==> config.mk <==
export PLATFORM = sky130hd
export DESIGN_NAME = apb_arbiter
export DESIGN_NICKNAME = d
export VERILOG_FILES = /design/src/rtl/apb_arbiter.sv
export SDC_FILE = /design/constraint.sdc
export NUM_CORES = 1
export LEC_CHECK = 0
export ABC_CLOCK_PERIOD_IN_PS = 3900
export BUFFER_PORTS_ARGS = -buffer_cell sky130_fd_sc_hd__clkbuf_2
export CELL_PAD_IN_SITES_DETAIL_PLACEMENT = 0
export CELL_PAD_IN_SITES_GLOBAL_PLACEMENT = 1
export CORE_MARGIN = 1
export CORE_UTILIZATION = 36
export CTS_CLUSTER_DIAMETER = 100
export CTS_CLUSTER_SIZE = 40
export DETAILED_ROUTE_END_ITERATION = 16
export GPL_ROUTABILITY_DRIVEN = 0
export PLACE_DENSITY = 0.91
export SYNTH_ARGS = -nofsm -noshare
export SYNTH_HDL_FRONTEND = slang
export SYNTH_SLANG_ARGS = --single-unit
==> constraint.sdc <==
create_clock -name clk -period 3.9 [get_ports clk]
set_input_delay 0 -clock clk [delete_from_list [all_inputs] [get_ports clk]]
set_output_delay 0 -clock clk [all_outputs]
set_load 0.05 [all_outputs]
==> src/rtl/apb_arbiter.sv <==
// Two-master round-robin front end driving a single APB requester port, with
// an optional PREADY timeout that completes a stuck transfer with an error.
module apb_arbiter #(
    parameter int TIMEOUT = 16
) (
    input  logic        clk,
    input  logic        rst,
    input  logic        m0_req,
    input  logic        m0_write,
    input  logic [31:0] m0_addr,
    input  logic [31:0] m0_wdata,
    output logic [31:0] m0_rdata,
    output logic        m0_done,
    output logic        m0_err,
    input  logic        m1_req,
    input  logic        m1_write,
    input  logic [31:0] m1_addr,
    input  logic [31:0] m1_wdata,
    output logic [31:0] m1_rdata,
    output logic        m1_done,
    output logic        m1_err,
    output logic        PSEL,
    output logic        PENABLE,
    output logic        PWRITE,
    output logic [31:0] PADDR,
    output logic [31:0] PWDATA,
    input  logic [31:0] PRDATA,
    input  logic        PREADY,
    output logic [1:0]  dbg_state
);

    // Handshake: mN_req is a level held by the master until its one-cycle
    // mN_done; the APB side follows SETUP/ACCESS with PREADY sampled only in ACCESS.

    localparam int            CW        = (TIMEOUT > 0) ? $clog2(TIMEOUT + 1) : 1;
    localparam logic [CW-1:0] TIMEOUT_C = CW'(TIMEOUT);

    typedef enum logic [1:0] {
        IDLE   = 2'd0,
        SETUP  = 2'd1,
        ACCESS = 2'd2,
        DONE   = 2'd3
    } state_t;

    state_t        state_q, state_d;
    logic          grant_q, grant_d;
    logic          prio_q, prio_d;
    logic          err_q, err_d;
    logic          pwrite_q, pwrite_d;
    logic [31:0]   paddr_q, paddr_d;
    logic [31:0]   pwdata_q, pwdata_d;
    logic [31:0]   m0_rdata_q, m0_rdata_d;
    logic [31:0]   m1_rdata_q, m1_rdata_d;
    logic [CW-1:0] tcnt_q, tcnt_d;
    logic [CW-1:0] tcnt_inc;
    logic          win;

    // A lone requester wins; on contention the priority pointer decides.
    assign win      = (m0_req && m1_req) ? prio_q : m1_req;
    assign tcnt_inc = tcnt_q + CW'(1);

    always_comb begin
        state_d    = state_q;
        grant_d    = grant_q;
        prio_d     = prio_q;
        err_d      = err_q;
        pwrite_d   = pwrite_q;
        paddr_d    = paddr_q;
        pwdata_d   = pwdata_q;
        m0_rdata_d = m0_rdata_q;
        m1_rdata_d = m1_rdata_q;
        tcnt_d     = tcnt_q;
        case (state_q)
            IDLE: begin
                if (m0_req || m1_req) begin
                    state_d  = SETUP;
                    grant_d  = win;
                    err_d    = 1'b0;
                    pwrite_d = win ? m1_write : m0_write;
                    paddr_d  = win ? m1_addr  : m0_addr;
                    pwdata_d = win ? m1_wdata : m0_wdata;
                end
            end
            SETUP: begin
                state_d = ACCESS;
                tcnt_d  = '0;
            end
            ACCESS: begin
                if (PREADY) begin
                    state_d = DONE;
                    prio_d  = ~grant_q;
                    if (!pwrite_q) begin
                        if (grant_q) m1_rdata_d = PRDATA;
                        else         m0_rdata_d = PRDATA;
                    end
                end else if (TIMEOUT > 0) begin
                    tcnt_d = tcnt_inc;
                    if (tcnt_inc == TIMEOUT_C) begin
                        state_d = DONE;
                        err_d   = 1'b1;
                        prio_d  = ~grant_q;
                        if (grant_q) m1_rdata_d = 32'h0;
                        else         m0_rdata_d = 32'h0;
                    end
                end
            end
            DONE: begin
                // No grant here: a master dropping req after done must not be re-served.
                state_d = IDLE;
            end
            default: state_d = IDLE;
        endcase
    end

    always_ff @(posedge clk) begin
        if (rst) begin
            state_q    <= IDLE;
            grant_q    <= 1'b0;
            prio_q     <= 1'b0;
            err_q      <= 1'b0;
            pwrite_q   <= 1'b0;
            paddr_q    <= 32'h0;
            pwdata_q   <= 32'h0;
            m0_rdata_q <= 32'h0;
            m1_rdata_q <= 32'h0;
            tcnt_q     <= '0;
        end else begin
            state_q    <= state_d;
            grant_q    <= grant_d;
            prio_q     <= prio_d;
            err_q      <= err_d;
            pwrite_q   <= pwrite_d;
            paddr_q    <= paddr_d;
            pwdata_q   <= pwdata_d;
            m0_rdata_q <= m0_rdata_d;
            m1_rdata_q <= m1_rdata_d;
            tcnt_q     <= tcnt_d;
        end
    end

    assign PSEL      = (state_q == SETUP) || (state_q == ACCESS);
    assign PENABLE   = (state_q == ACCESS);
    assign PWRITE    = pwrite_q;
    assign PADDR     = paddr_q;
    assign PWDATA    = pwdata_q;
    assign m0_rdata  = m0_rdata_q;
    assign m1_rdata  = m1_rdata_q;
    assign m0_done   = (state_q == DONE) && !grant_q;
    assign m1_done   = (state_q == DONE) && grant_q;
    assign m0_err    = m0_done && err_q;
    assign m1_err    = m1_done && err_q;
    assign dbg_state = state_q;

endmodule

==> results.sh <==
export IMPL_total_negative_setup_slacks_ns=0
export IMPL_tritoncts="yes"
export IMPL_placeableCoreArea_sq_um=16600
export IMPL_n_fill_cell=1375
export IMPL_grt_first_pass_wirelength_mm=31.3
export IMPL_area_growth_synth_to_final_pct=63.2
export IMPL_design_area_sq_um=9960
export IMPL_reg_area_sq_um=2780
export IMPL_power_switching_share_pct=41.0
export IMPL_postSynthAreaPerCell_sq_um=9.89
export IMPL_firstDrtPassIters=4
export IMPL_slowest_cell_delay_on_critical_path_ns=0.59
export IMPL_clock_root_buffer="clkbuf_16"
export IMPL_netlist_top_cells_area="dfxtp_1 (46%), mux2i_1 (21%), a211oi_1 (8.0%)"
export IMPL_peakVddDrop_uv=490
export IMPL_antenna_found_initial=2
export IMPL_synth_seq_cells=139
export IMPL_worstSetupStartpointType="flop"
export IMPL_maximum_number_of_pins_on_one_net_before_global_route_repair=132
export IMPL_timing_critical_path_to_type="flop"
export IMPL_worstMarginPinSlew_ns=1.05
export IMPL_power_clock_fraction_pct=29.5
export IMPL_h_tree_depth=4
export IMPL_cts_repair_timing_setup_buffer_count=0
export IMPL_synth_largest_area_cell="dfxtp_1"
export IMPL_cp_required_ns=4.20
export IMPL_synth_warning_count=0
export IMPL_seqPwrFrac_pct=30.2
export IMPL_path_buf_inv=2
export IMPL_synth_top_cells_by_count="dfxtp_1 (139), mux2i_1 (131), nor2_1 (77), nand2b_1 (67), a211oi_1 (65)"
export IMPL_critical_path_top_delay_family="buffers and inverters"
export IMPL_effective_utilization_at_floorplan_pct=36.8
export IMPL_worst_setup_hold_path_clk_slew_ns=0.06
export IMPL_grt_total_usage_pct=22.6
export IMPL_detailed_place_hpwl_mm=12.1
export IMPL_cp_data_arrival_time_ns=2.80
export IMPL_viasPerCell=4.72
export IMPL_design_final_nets=1226
export IMPL_cts_hold_buf=158
export IMPL_multi_input_comb_area_sq_um=3040
export IMPL_synthDominantCellAreaShare_pct=45.6
export IMPL_design_die_area_sq_um=17500
export IMPL_clock_sinks=139
export IMPL_p_leak_uw=0.00487
export IMPL_worst_setup_path_type="flop to flop"
export IMPL_cap_violations=0
export IMPL_cts_root_to_sink_buffers=2
export IMPL_synth_cell_type_count=32
export IMPL_synthFlopType="dfxtp_1"
export IMPL_drive_gt1_share_pct=32.6
export IMPL_async_reset_ff_share_pct=0
export IMPL_synth_most_common_cell="dfxtp_1"
export IMPL_route_detailed_drc=0
export IMPL_synthesis_area_sq_um=6100
export IMPL_placed_area_sq_um=7710
export IMPL_routed_length_per_instance_um=15.3
export IMPL_top_level_ports=304
export IMPL_timing_max_transition_violations_final=0
export IMPL_final_min_clock_period_ns=2.50
export IMPL_critical_path_cell_chain="o21ai_4 > buf_12 > mux2i_1 > dlygate4sd3_1 > a211oi_1"
export IMPL_first_global_vias=6406
export IMPL_io_buffers=303
export IMPL_hold_class="primary input to flop"
export IMPL_drt_iter0_markers=248
export IMPL_resized_cells_post_cts=0
export IMPL_slowest_stage="dlygate4sd3_1"
export IMPL_num_vias=6081
export IMPL_achievable_frequency_mhz=400
export IMPL_std_cell_rows=47
export IMPL_share_of_synthesized_area_occupied_by_flip_flops_and_latches_pct=45.6
export IMPL_power_density_nw_per_um2=617
export IMPL_final_period_utilization_pct=64.1
export IMPL_tritoncts_buffers=17
export IMPL_mappedNetlistNets=790
export IMPL_power_switching_uw=2520
export IMPL_hold_violations=0
export IMPL_max_slew_headroom_at_the_worst_pin_pct=30.0
export IMPL_comb_power_share_pct=40.4
export IMPL_die_x_um=132
export IMPL_result_of_the_run="finished, final reports clean"
export IMPL_final_setup_skew_ns=0.0106
export IMPL_die_outline_height_um=132
export IMPL_overflow=0
export IMPL_cellInternalPower_uw=3630
export IMPL_path_max_fanout=52
export IMPL_totalWireLength_mm=19.7
export IMPL_detail_route_antenna_nets=0
export IMPL_synth_edf_count=0
export IMPL_grt_setup_unrepaired="no"
export IMPL_postSynthCellCount=617
export IMPL_clock_insertion_delay_worst_skew_ns=0.41
export IMPL_timing_final_setup_violations=0
kinds of logic after synthesis:
logic type                 after synthesis  share of synthesized area, %
AOI/OAI and AO/OA                       84                          10.2
xor gates and xnor gates                 3                         0.430
adders and majority gates                6                          1.23
buffers and inverters                   56                          4.98
DFF                                    139                          45.6
muxes                                  133                          21.8
and+or+nand+nor                        196                          15.7
metal layers:
layer	vias to the layer above	global-route usage (%)	part of all wire, %
met2	190	38.8	50
li1	3022	-	-
met3	71	6.07	5.0
met4	0	14.2	5.0
met5	-	0	0
met1	2798	25.0	40
stage by stage:
stage	setup slack, ns	utilization [%]	cells	total power (uW)	hold slack [ns]
floorplan	1.54	-	617	3620	0.162
global placement	1.50	46.5	1096	4140	0.260
detailed placement	1.44	46.5	1096	4160	0.261
CTS	1.40	60.0	1285	6150	0.000302
global route	1.20	60.1	1287	6440	0.0252
finish	1.40	60.1	1287	6140	0.0373
tightest hold or removal path: cells and delay by family:
family / cells / cell delay, ns
AO/OA/AOI/OAI: 1 / 0.11
buffers and inverters: 1 / 0.08
multiplexers: 1 / 0.21
path summary, 6_finish.rpt:
check              startpoint          end  slack (ns)  cells after the start
setup / recovery       prio_q    PADDR[20]        1.40                      5
hold / removal    m1_addr[17]    PADDR[17]        0.04                      3
setup reg to reg       prio_q    PADDR[20]        1.40                      5
hold reg to reg   m1_rdata[9]  m1_rdata[9]        0.47                      2
cells in the final DEF, fill, tap and decap left out, types with 2 or more instances in the layout:
master         netlist  routed
diode_2              0       2
buf_4                3       4
buf_12               0       2
nor2b_1              3       2
inv_1                7       7
xnor2_1              3       3
nor2_1              77      76
clkbuf_8             0       4
a21oi_1              9       9
nor3b_1              4       4
mux2i_1            131     131
and4b_1              2       2
clkbuf_2             0     302
clkinv_4             0       2
a211oi_1            65      65
o21ai_0              2       2
bufinv_16            0       5
ha_1                 6       6
dlygate4sd3_1        0     158
dfxtp_1            139     139
mux2_2               2       2
clkbuf_16            0      17
o21a_1               2       2
nand2b_1            67      67
nand2_1             38      38
sequential cells by signal, indices dropped and copies added (netlist names):
name and cells:
PADDR 32, m1_rdata 32, err_q 1, PWDATA 32
grant_q 1, m0_rdata 32, PWRITE 1, tcnt_q 5
dbg_state 2, prio_q 1
power by group through the flow:
stage               Sequential [uW]  Clock [uW]  Combinational [uW]
global placement               1860           0                2280
finish                         1850        1810                2480
detailed placement             1870           0                2290
CTS                            1840        1850                2460
global route                   1880        1920                2640
floorplan                      2750           0                 870
layout make-up:
class / instances / share of cell area [%]
diodes: 2 / 0.0502
clock buffers: 22 / 4.86
clock inverters: 9 / 1.85
inverters: 7 / 0.264
multi-input cells: 422 / 30.5
flip-flops and latches: 139 / 27.9
well taps: 220 / 2.76
repair buffers: 466 / 31.8
(Power assumes the default switching activity.)
